==> src/rtl/ssc_error_info_pipe.sv <==
// Two-stage SSC-DSD error-information unit: stage 1 registers syndromes, zero flags and logs,
// stage 2 classifies the triple into NE/CE/DUE with error location and value.
module ssc_error_info_pipe #(
    parameter int         SYM_W     = 8,
    parameter logic [8:0] PRIM_POLY = 9'h15F,
    parameter int         N_DATA    = 36,
    parameter int         CNT_W     = 16,
    localparam int        LOC_W     = $clog2(N_DATA + 3)
) (
    input  logic             clk,
    input  logic             rst,
    input  logic             in_valid,
    output logic             in_ready,
    input  logic [SYM_W-1:0] syn0_in,
    input  logic [SYM_W-1:0] syn1_in,
    input  logic [SYM_W-1:0] syn2_in,
    input  logic             detect_only,
    output logic             out_valid,
    input  logic             out_ready,
    output logic [LOC_W-1:0] err_loc_out,
    output logic [SYM_W-1:0] err_val_out,
    output logic [1:0]       result_out,
    input  logic             cnt_clr,
    output logic [CNT_W-1:0] ce_cnt,
    output logic [CNT_W-1:0] due_cnt
);

    localparam logic [1:0] RES_NE  = 2'b00;
    localparam logic [1:0] RES_CE  = 2'b01;
    localparam logic [1:0] RES_DUE = 2'b10;

    if (SYM_W != 8) begin : g_sym_w_chk
        $error("ssc_error_info_pipe: only SYM_W=8 is supported");
    end
    if ((N_DATA < 1) || (N_DATA > 252)) begin : g_n_data_chk
        $error("ssc_error_info_pipe: N_DATA must be in 1..252");
    end

    // Entry for symbol x holds log_a(x); entry 0 is unused because log(0) is undefined.
    function automatic logic [2047:0] build_log(input logic [8:0] poly);
        logic [2047:0] tbl;
        logic [8:0]    a;
        tbl = '0;
        a   = 9'd1;
        for (int k = 0; k < 255; k++) begin
            tbl[a[7:0]*8 +: 8] = 8'(k);
            a = {a[7:0], 1'b0};
            if (a[8]) begin
                a = a ^ poly;
            end else begin
                a = a;
            end
        end
        return tbl;
    endfunction

    localparam logic [2047:0] LOG_TBL = build_log(PRIM_POLY);

    function automatic logic [7:0] sub_mod255(input logic [7:0] a, input logic [7:0] b);
        logic [8:0] d;
        d = {1'b0, a} + 9'd255 - {1'b0, b};
        if (d >= 9'd255) begin
            d = d - 9'd255;
        end else begin
            d = d;
        end
        return d[7:0];
    endfunction

    logic             s1_valid_q, s1_valid_d;
    logic [7:0]       s1_syn0_q, s1_syn0_d, s1_syn1_q, s1_syn1_d, s1_syn2_q, s1_syn2_d;
    logic [2:0]       s1_zero_q, s1_zero_d;
    logic [7:0]       s1_log0_q, s1_log0_d, s1_log1_q, s1_log1_d, s1_log2_q, s1_log2_d;
    logic             s1_det_q, s1_det_d;
    logic             out_valid_q, out_valid_d;
    logic [LOC_W-1:0] err_loc_q, err_loc_d;
    logic [7:0]       err_val_q, err_val_d;
    logic [1:0]       result_q, result_d;
    logic [CNT_W-1:0] ce_cnt_q, ce_cnt_d, due_cnt_q, due_cnt_d;
    logic             s1_en_s, s2_en_s, out_hs_s;
    logic [7:0]       j1_s, j2_s;
    logic [1:0]       cls_res_s;
    logic [LOC_W-1:0] cls_loc_s;
    logic [7:0]       cls_val_s;

    // Stage 2 moves unless its held result is refused; stage 1 refills when empty or draining.
    always_comb begin
        s2_en_s  = !out_valid_q || out_ready;
        s1_en_s  = !s1_valid_q || s2_en_s;
        out_hs_s = out_valid_q && out_ready;
        in_ready = !rst && s1_en_s;
    end

    // Stage 1 capture: syndromes, zero flags and logs.
    always_comb begin
        s1_valid_d = s1_valid_q;
        s1_syn0_d  = s1_syn0_q;
        s1_syn1_d  = s1_syn1_q;
        s1_syn2_d  = s1_syn2_q;
        s1_zero_d  = s1_zero_q;
        s1_log0_d  = s1_log0_q;
        s1_log1_d  = s1_log1_q;
        s1_log2_d  = s1_log2_q;
        s1_det_d   = s1_det_q;
        if (s1_en_s) begin
            s1_valid_d = in_valid;
            s1_syn0_d  = syn0_in;
            s1_syn1_d  = syn1_in;
            s1_syn2_d  = syn2_in;
            s1_zero_d  = {syn0_in == 8'h00, syn1_in == 8'h00, syn2_in == 8'h00};
            s1_log0_d  = LOG_TBL[{syn0_in, 3'b000} +: 8];
            s1_log1_d  = LOG_TBL[{syn1_in, 3'b000} +: 8];
            s1_log2_d  = LOG_TBL[{syn2_in, 3'b000} +: 8];
            s1_det_d   = detect_only;
        end else begin
            s1_valid_d = s1_valid_q;
        end
    end

    // Classification of the stage-1 triple by its zero pattern {z0,z1,z2}.
    always_comb begin
        j1_s      = sub_mod255(s1_log1_q, s1_log0_q);
        j2_s      = sub_mod255(s1_log2_q, s1_log1_q);
        cls_res_s = RES_DUE;
        cls_loc_s = '0;
        cls_val_s = 8'h00;
        case (s1_zero_q)
            3'b111: cls_res_s = RES_NE;
            3'b011: begin
                cls_res_s = RES_CE;
                cls_loc_s = LOC_W'(N_DATA);
                cls_val_s = s1_syn0_q;
            end
            3'b101: begin
                cls_res_s = RES_CE;
                cls_loc_s = LOC_W'(N_DATA + 1);
                cls_val_s = s1_syn1_q;
            end
            3'b110: begin
                cls_res_s = RES_CE;
                cls_loc_s = LOC_W'(N_DATA + 2);
                cls_val_s = s1_syn2_q;
            end
            3'b000: begin
                if ((j1_s == j2_s) && ({24'd0, j1_s} < 32'(N_DATA))) begin
                    cls_res_s = RES_CE;
                    cls_loc_s = LOC_W'(j1_s);
                    cls_val_s = s1_syn0_q;
                end else begin
                    cls_res_s = RES_DUE;
                end
            end
            default: cls_res_s = RES_DUE;
        endcase
        if (s1_det_q && (cls_res_s != RES_NE)) begin
            cls_res_s = RES_DUE;
            cls_loc_s = '0;
            cls_val_s = 8'h00;
        end else begin
            cls_res_s = cls_res_s;
        end
    end

    // Stage 2 output register; an empty stage 1 loads zeros so no stale fields linger.
    always_comb begin
        out_valid_d = out_valid_q;
        err_loc_d   = err_loc_q;
        err_val_d   = err_val_q;
        result_d    = result_q;
        if (s2_en_s) begin
            out_valid_d = s1_valid_q;
            err_loc_d   = s1_valid_q ? cls_loc_s : '0;
            err_val_d   = s1_valid_q ? cls_val_s : 8'h00;
            result_d    = s1_valid_q ? cls_res_s : RES_NE;
        end else begin
            out_valid_d = out_valid_q;
        end
    end

    // Saturating event counters; a clear wins over a same-cycle increment.
    always_comb begin
        ce_cnt_d  = ce_cnt_q;
        due_cnt_d = due_cnt_q;
        if (cnt_clr) begin
            ce_cnt_d  = '0;
            due_cnt_d = '0;
        end else if (out_hs_s && (result_q == RES_CE) && (ce_cnt_q != '1)) begin
            ce_cnt_d = ce_cnt_q + {{(CNT_W-1){1'b0}}, 1'b1};
        end else if (out_hs_s && (result_q == RES_DUE) && (due_cnt_q != '1)) begin
            due_cnt_d = due_cnt_q + {{(CNT_W-1){1'b0}}, 1'b1};
        end else begin
            ce_cnt_d = ce_cnt_q;
        end
    end

    // State registers with synchronous reset.
    always_ff @(posedge clk) begin
        if (rst) begin
            s1_valid_q  <= 1'b0;
            s1_syn0_q   <= 8'h00;
            s1_syn1_q   <= 8'h00;
            s1_syn2_q   <= 8'h00;
            s1_zero_q   <= 3'b111;
            s1_log0_q   <= 8'h00;
            s1_log1_q   <= 8'h00;
            s1_log2_q   <= 8'h00;
            s1_det_q    <= 1'b0;
            out_valid_q <= 1'b0;
            err_loc_q   <= '0;
            err_val_q   <= 8'h00;
            result_q    <= RES_NE;
            ce_cnt_q    <= '0;
            due_cnt_q   <= '0;
        end else begin
            s1_valid_q  <= s1_valid_d;
            s1_syn0_q   <= s1_syn0_d;
            s1_syn1_q   <= s1_syn1_d;
            s1_syn2_q   <= s1_syn2_d;
            s1_zero_q   <= s1_zero_d;
            s1_log0_q   <= s1_log0_d;
            s1_log1_q   <= s1_log1_d;
            s1_log2_q   <= s1_log2_d;
            s1_det_q    <= s1_det_d;
            out_valid_q <= out_valid_d;
            err_loc_q   <= err_loc_d;
            err_val_q   <= err_val_d;
            result_q    <= result_d;
            ce_cnt_q    <= ce_cnt_d;
            due_cnt_q   <= due_cnt_d;
        end
    end

    assign out_valid   = out_valid_q;
    assign err_loc_out = err_loc_q;
    assign err_val_out = SYM_W'(err_val_q);
    assign result_out  = result_q;
    assign ce_cnt      = ce_cnt_q;
    assign due_cnt     = due_cnt_q;

endmodule

==> config.mk <==
export PLATFORM = sky130hd
export DESIGN_NAME = ssc_error_info_pipe
export DESIGN_NICKNAME = d
export VERILOG_FILES = /design/src/rtl/ssc_error_info_pipe.sv
export SDC_FILE = /design/constraint.sdc
export NUM_CORES = 1
export LEC_CHECK = 0
export BUFFER_PORTS_ARGS = -buffer_cell sky130_fd_sc_hd__buf_2
export CAP_MARGIN = 10
export CELL_PAD_IN_SITES_DETAIL_PLACEMENT = 1
export CELL_PAD_IN_SITES_GLOBAL_PLACEMENT = 1
export CORE_MARGIN = 2
export CORE_UTILIZATION = 50
export CTS_BUF_LIST = sky130_fd_sc_hd__clkbuf_8
export DETAILED_ROUTE_END_ITERATION = 10
export PLACE_DENSITY = 0.95
export SYNTH_ARGS = -nofsm -noshare
export SYNTH_HDL_FRONTEND = slang
export SYNTH_SLANG_ARGS = --single-unit
==> constraint.sdc <==
create_clock -name clk -period 9.3 [get_ports clk]
set_input_delay 0.465 -clock clk [delete_from_list [all_inputs] [get_ports clk]]
set_output_delay 0.465 -clock clk [all_outputs]
set_load 0.05 [all_outputs]
==> flow_summary_export.csv <==
group,metric,value,unit
outcome,status,"finished, final reports clean",
timing,finalHoldViolations,0,
yosys,async_flop_share,0,
clock_network,cts_tree,"built",
timing,grt_setup_unrepaired,"false",
critical_path,path_class,"reg2reg",
layout,nets,2323,
yosys,ys_ff_latch,102,
timing,holdWs,0.349,ns
critical_path,end_kind,"register",
layout,final_util,0.516,
place,hpwl,46000,um
die,core,29800,um^2
power,powerDensity,116,nW/um^2
critical_path,cp-start-kind,"register",
critical_path,critical_path.max_stage_delay,0.51,ns
route,routed-via-count,19300,
timing,worst_pin_slew,1.13,ns
place,post_dp_cell_area,15200,um^2
global_routing,grt_overflow_total,0,
layout,area_growth,1.11,%
yosys,synth_top_area_cell,"dfxtp_1",
global_routing,grt_pass1_wl,104000,um
timing,finClkSkew,0.0116,ns
hold_path,hold_start,"detect_only",
timing,slew_violations,0,
timing,timing.final.crit_share,0.470,
layout,layout_common_cells,"nand2_1, a21oi_1, nor2_1",
place,io_buffer_count,79,
critical_path,cp_num_buf_inv,1,
yosys,synthesis.nets,2474,
clock_network,cts_resized,0,
yosys,mappedNetlistArea,15200,um^2
global_routing,antenna_found_initial,1,
route,drc,0,
clock_network,clock_latency,0.39,ns
route,post_drt_via_cell_ratio,7.33,
hold_path,worst_hold_path.endpoint,"s1_det_q$_SDFFE_PP0N_",
timing,fmax,229,MHz
yosys,yosysSeqAreaShare,0.134,
yosys,yosysWarnings,0,
critical_path,critPathMaxFanout,15,
route,routedWlPerCell,25.6,um
timing,final-setup-viol-count,0,
route,firstDrtPassIters,6,
critical_path,worstReg2RegStart,"s1_log0_q[1]$_SDFFE_PP0N_",
route,ant_nets,0,
critical_path,required,9.60,ns
layout,multi_input_area,11900,um^2
die,dieHeight,178,um
yosys,synth_edf_count,0,
yosys,netlist_instances,2388,
critical_path,rr_endpoint,"err_loc_out[0]$_SDFFE_PP0P_",
run,maxCapViolations,0,
die,die-area,31800,um^2
critical_path,reg2reg_depth,12,
clock_network,htreeDepth,3,
timing,setup_tns,0,ns
hold_path,hold_path_depth,3,
yosys,syn_area_per_cell,6.37,um^2
die,io_pins,80,
route,drt-total-wl,67300,um
yosys,ys.flop_type,"dfxtp_1",
yosys,synthDistinctLibCells,92,
power,vdd_ir_drop_max,0.0759,mV
place,gp_congestion,1.03,
hold_path,hp-class,"in2reg",
critical_path,cp_slowest_cell,"or4_4",
clock_network,clk_pin_slew,0.12,ns
layout,drive_above_1_share,0.0870,
global_routing,grt_pass1_vias,18200,
clock_network,root_buffer,"clkbuf_8",
clock_network,clock_path_buffers,2,
global_routing,grt_max_degree,113,
power,power_leakage,0.00566,uW
layout,seqCellArea,2040,um^2
clock_network,cts_num_sinks,102,
layout,fin_area,15400,um^2
critical_path,worstPathArrival,4.67,ns
yosys,ys_top_cells_by_area,"dfxtp_1, a21oi_1, nand2_1",
critical_path,cp_top_family,"compound AO/OA/AOI/OAI gates",
clock_network,cts_buffers,9,
die,initial_core_util,0.510,
layout,n_antenna_cell,0,
global_routing,grtUsageTotal,0.410,
layout,layout_commonest_cell,"nand2_1",
clock_network,cts-hold-fix-buffers,0,
yosys,synth_top_area_share,0.134,
route,first_iter_violations,3052,
critical_path,path_cells,"inv_1, ha_1, a211oi_1, nor2_1, xnor2_1, nand4_1, a2111oi_0, xor2_1, or4_4, a2111oi_4, o211ai_4, o32ai_1",
timing,fin_crit,4.37,ns
timing,max-slew-margin-rel,0.242,
clock_network,postCtsSetupBuffers,0,
critical_path,r2r_slack,4.93,ns
layout,fillers,4078,
die,rows,63,
die,die_w,178,um
through the flow:
step / power [uW] / setup WS, ns / instances
5_1_grt: 1880 / 4.62 / 2632
3_5_place_dp: 1450 / 5.11 / 2616
2_1_floorplan: 1200 / 5.63 / 2388
3_3_place_gp: 1420 / 5.26 / 2616
6_report: 1790 / 4.93 / 2632
4_1_cts: 1750 / 5.00 / 2632
state kept, by name, summed over array words and instances, names as in the netlist:
register,count
s1_log1_q,8
s1_zero_q,3
s1_syn1_q,8
s1_det_q,1
s1_syn2_q,8
s1_log2_q,8
s1_syn0_q,8
ce_cnt,16
err_loc_out,6
err_val_out,8
due_cnt,16
result_out,2
out_valid,1
s1_valid_q,1
s1_log0_q,8
synthesized netlist by cell type (15+ instances only):
library cell	n
nand2_1	318
a21oi_1	303
clkbuf_1	220
nor2_1	220
o21ai_0	206
dfxtp_1	102
a211oi_1	91
nand3_1	80
a31oi_1	68
ha_1	54
o211ai_1	53
nand2b_1	51
nor3_1	46
inv_1	44
nor2b_1	33
buf_1	31
xor2_1	31
a311oi_1	30
or2_2	21
a22o_1	20
nand4_1	20
o311ai_0	19
mux4_2	18
and3_1	16
o31ai_1	16
mux2i_1	15
layer usage:
metal,GRT usage,wire (um),up-vias
li1,-,-,8487
met4,0.179,3100,0
met2,0.634,29400,1376
met5,0,0,-
met3,0.0884,7690,256
met1,0.547,27100,9171
worst register-to-register path: stages (launching register included):
cell and delay [ns]:
dfxtp_1 0.40, inv_1 0.13, ha_1 0.31, a211oi_1 0.37, nor2_1 0.11, xnor2_1 0.43
nand4_1 0.31, a2111oi_0 0.45, xor2_1 0.12, or4_4 0.51, a2111oi_4 0.43, o211ai_4 0.33
o32ai_1 0.38
worst max-delay path by stage:
stage                         startpoint                           to  slack [ns]  cells past startpoint
6_report       s1_log0_q[1]$_SDFFE_PP0N_  err_loc_out[0]$_SDFFE_PP0P_        4.93                     12
5_1_grt        s1_log0_q[0]$_SDFFE_PP0N_  err_loc_out[0]$_SDFFE_PP0P_        4.62                     13
4_1_cts        s1_log0_q[0]$_SDFFE_PP0N_  err_loc_out[0]$_SDFFE_PP0P_        5.00                     13
3_5_place_dp   s1_log0_q[0]$_SDFFE_PP0N_  err_loc_out[3]$_SDFFE_PP0P_        5.11                     13
3_3_place_gp   s1_log1_q[0]$_SDFFE_PP0N_  err_loc_out[3]$_SDFFE_PP0P_        5.26                     13
2_1_floorplan  s1_log1_q[0]$_SDFFE_PP0N_  err_loc_out[3]$_SDFFE_PP0P_        5.63                     13
where the power goes:
group | switching [uW] | internal (uW)
combinational | 688 | 332
sequential | 20.2 | 456
clock | 188 | 106
final cells by class:
class	count	area share
clock buffer	9	0.00806
clock inverter	7	0.00464
inverter	47	0.0115
multi-input combinational	1978	0.775
sequential	102	0.133
tap	390	0.0317
timing repair buffer	99	0.0361
cells by family (layout without fill, tap and decap cells):
logic type,count (synthesis),after routing,share of synthesized area
multiplexers,35,35,0.0380
flip-flops,102,102,0.134
AND/OR/NAND/NOR,877,877,0.267
buffers and inverters,308,162,0.0822
XOR/XNOR,44,44,0.0253
AO/OA/AOI/OAI,965,965,0.406
adder cells (fa/ha/maj),57,57,0.0477
(Power assumes the default switching activity.)
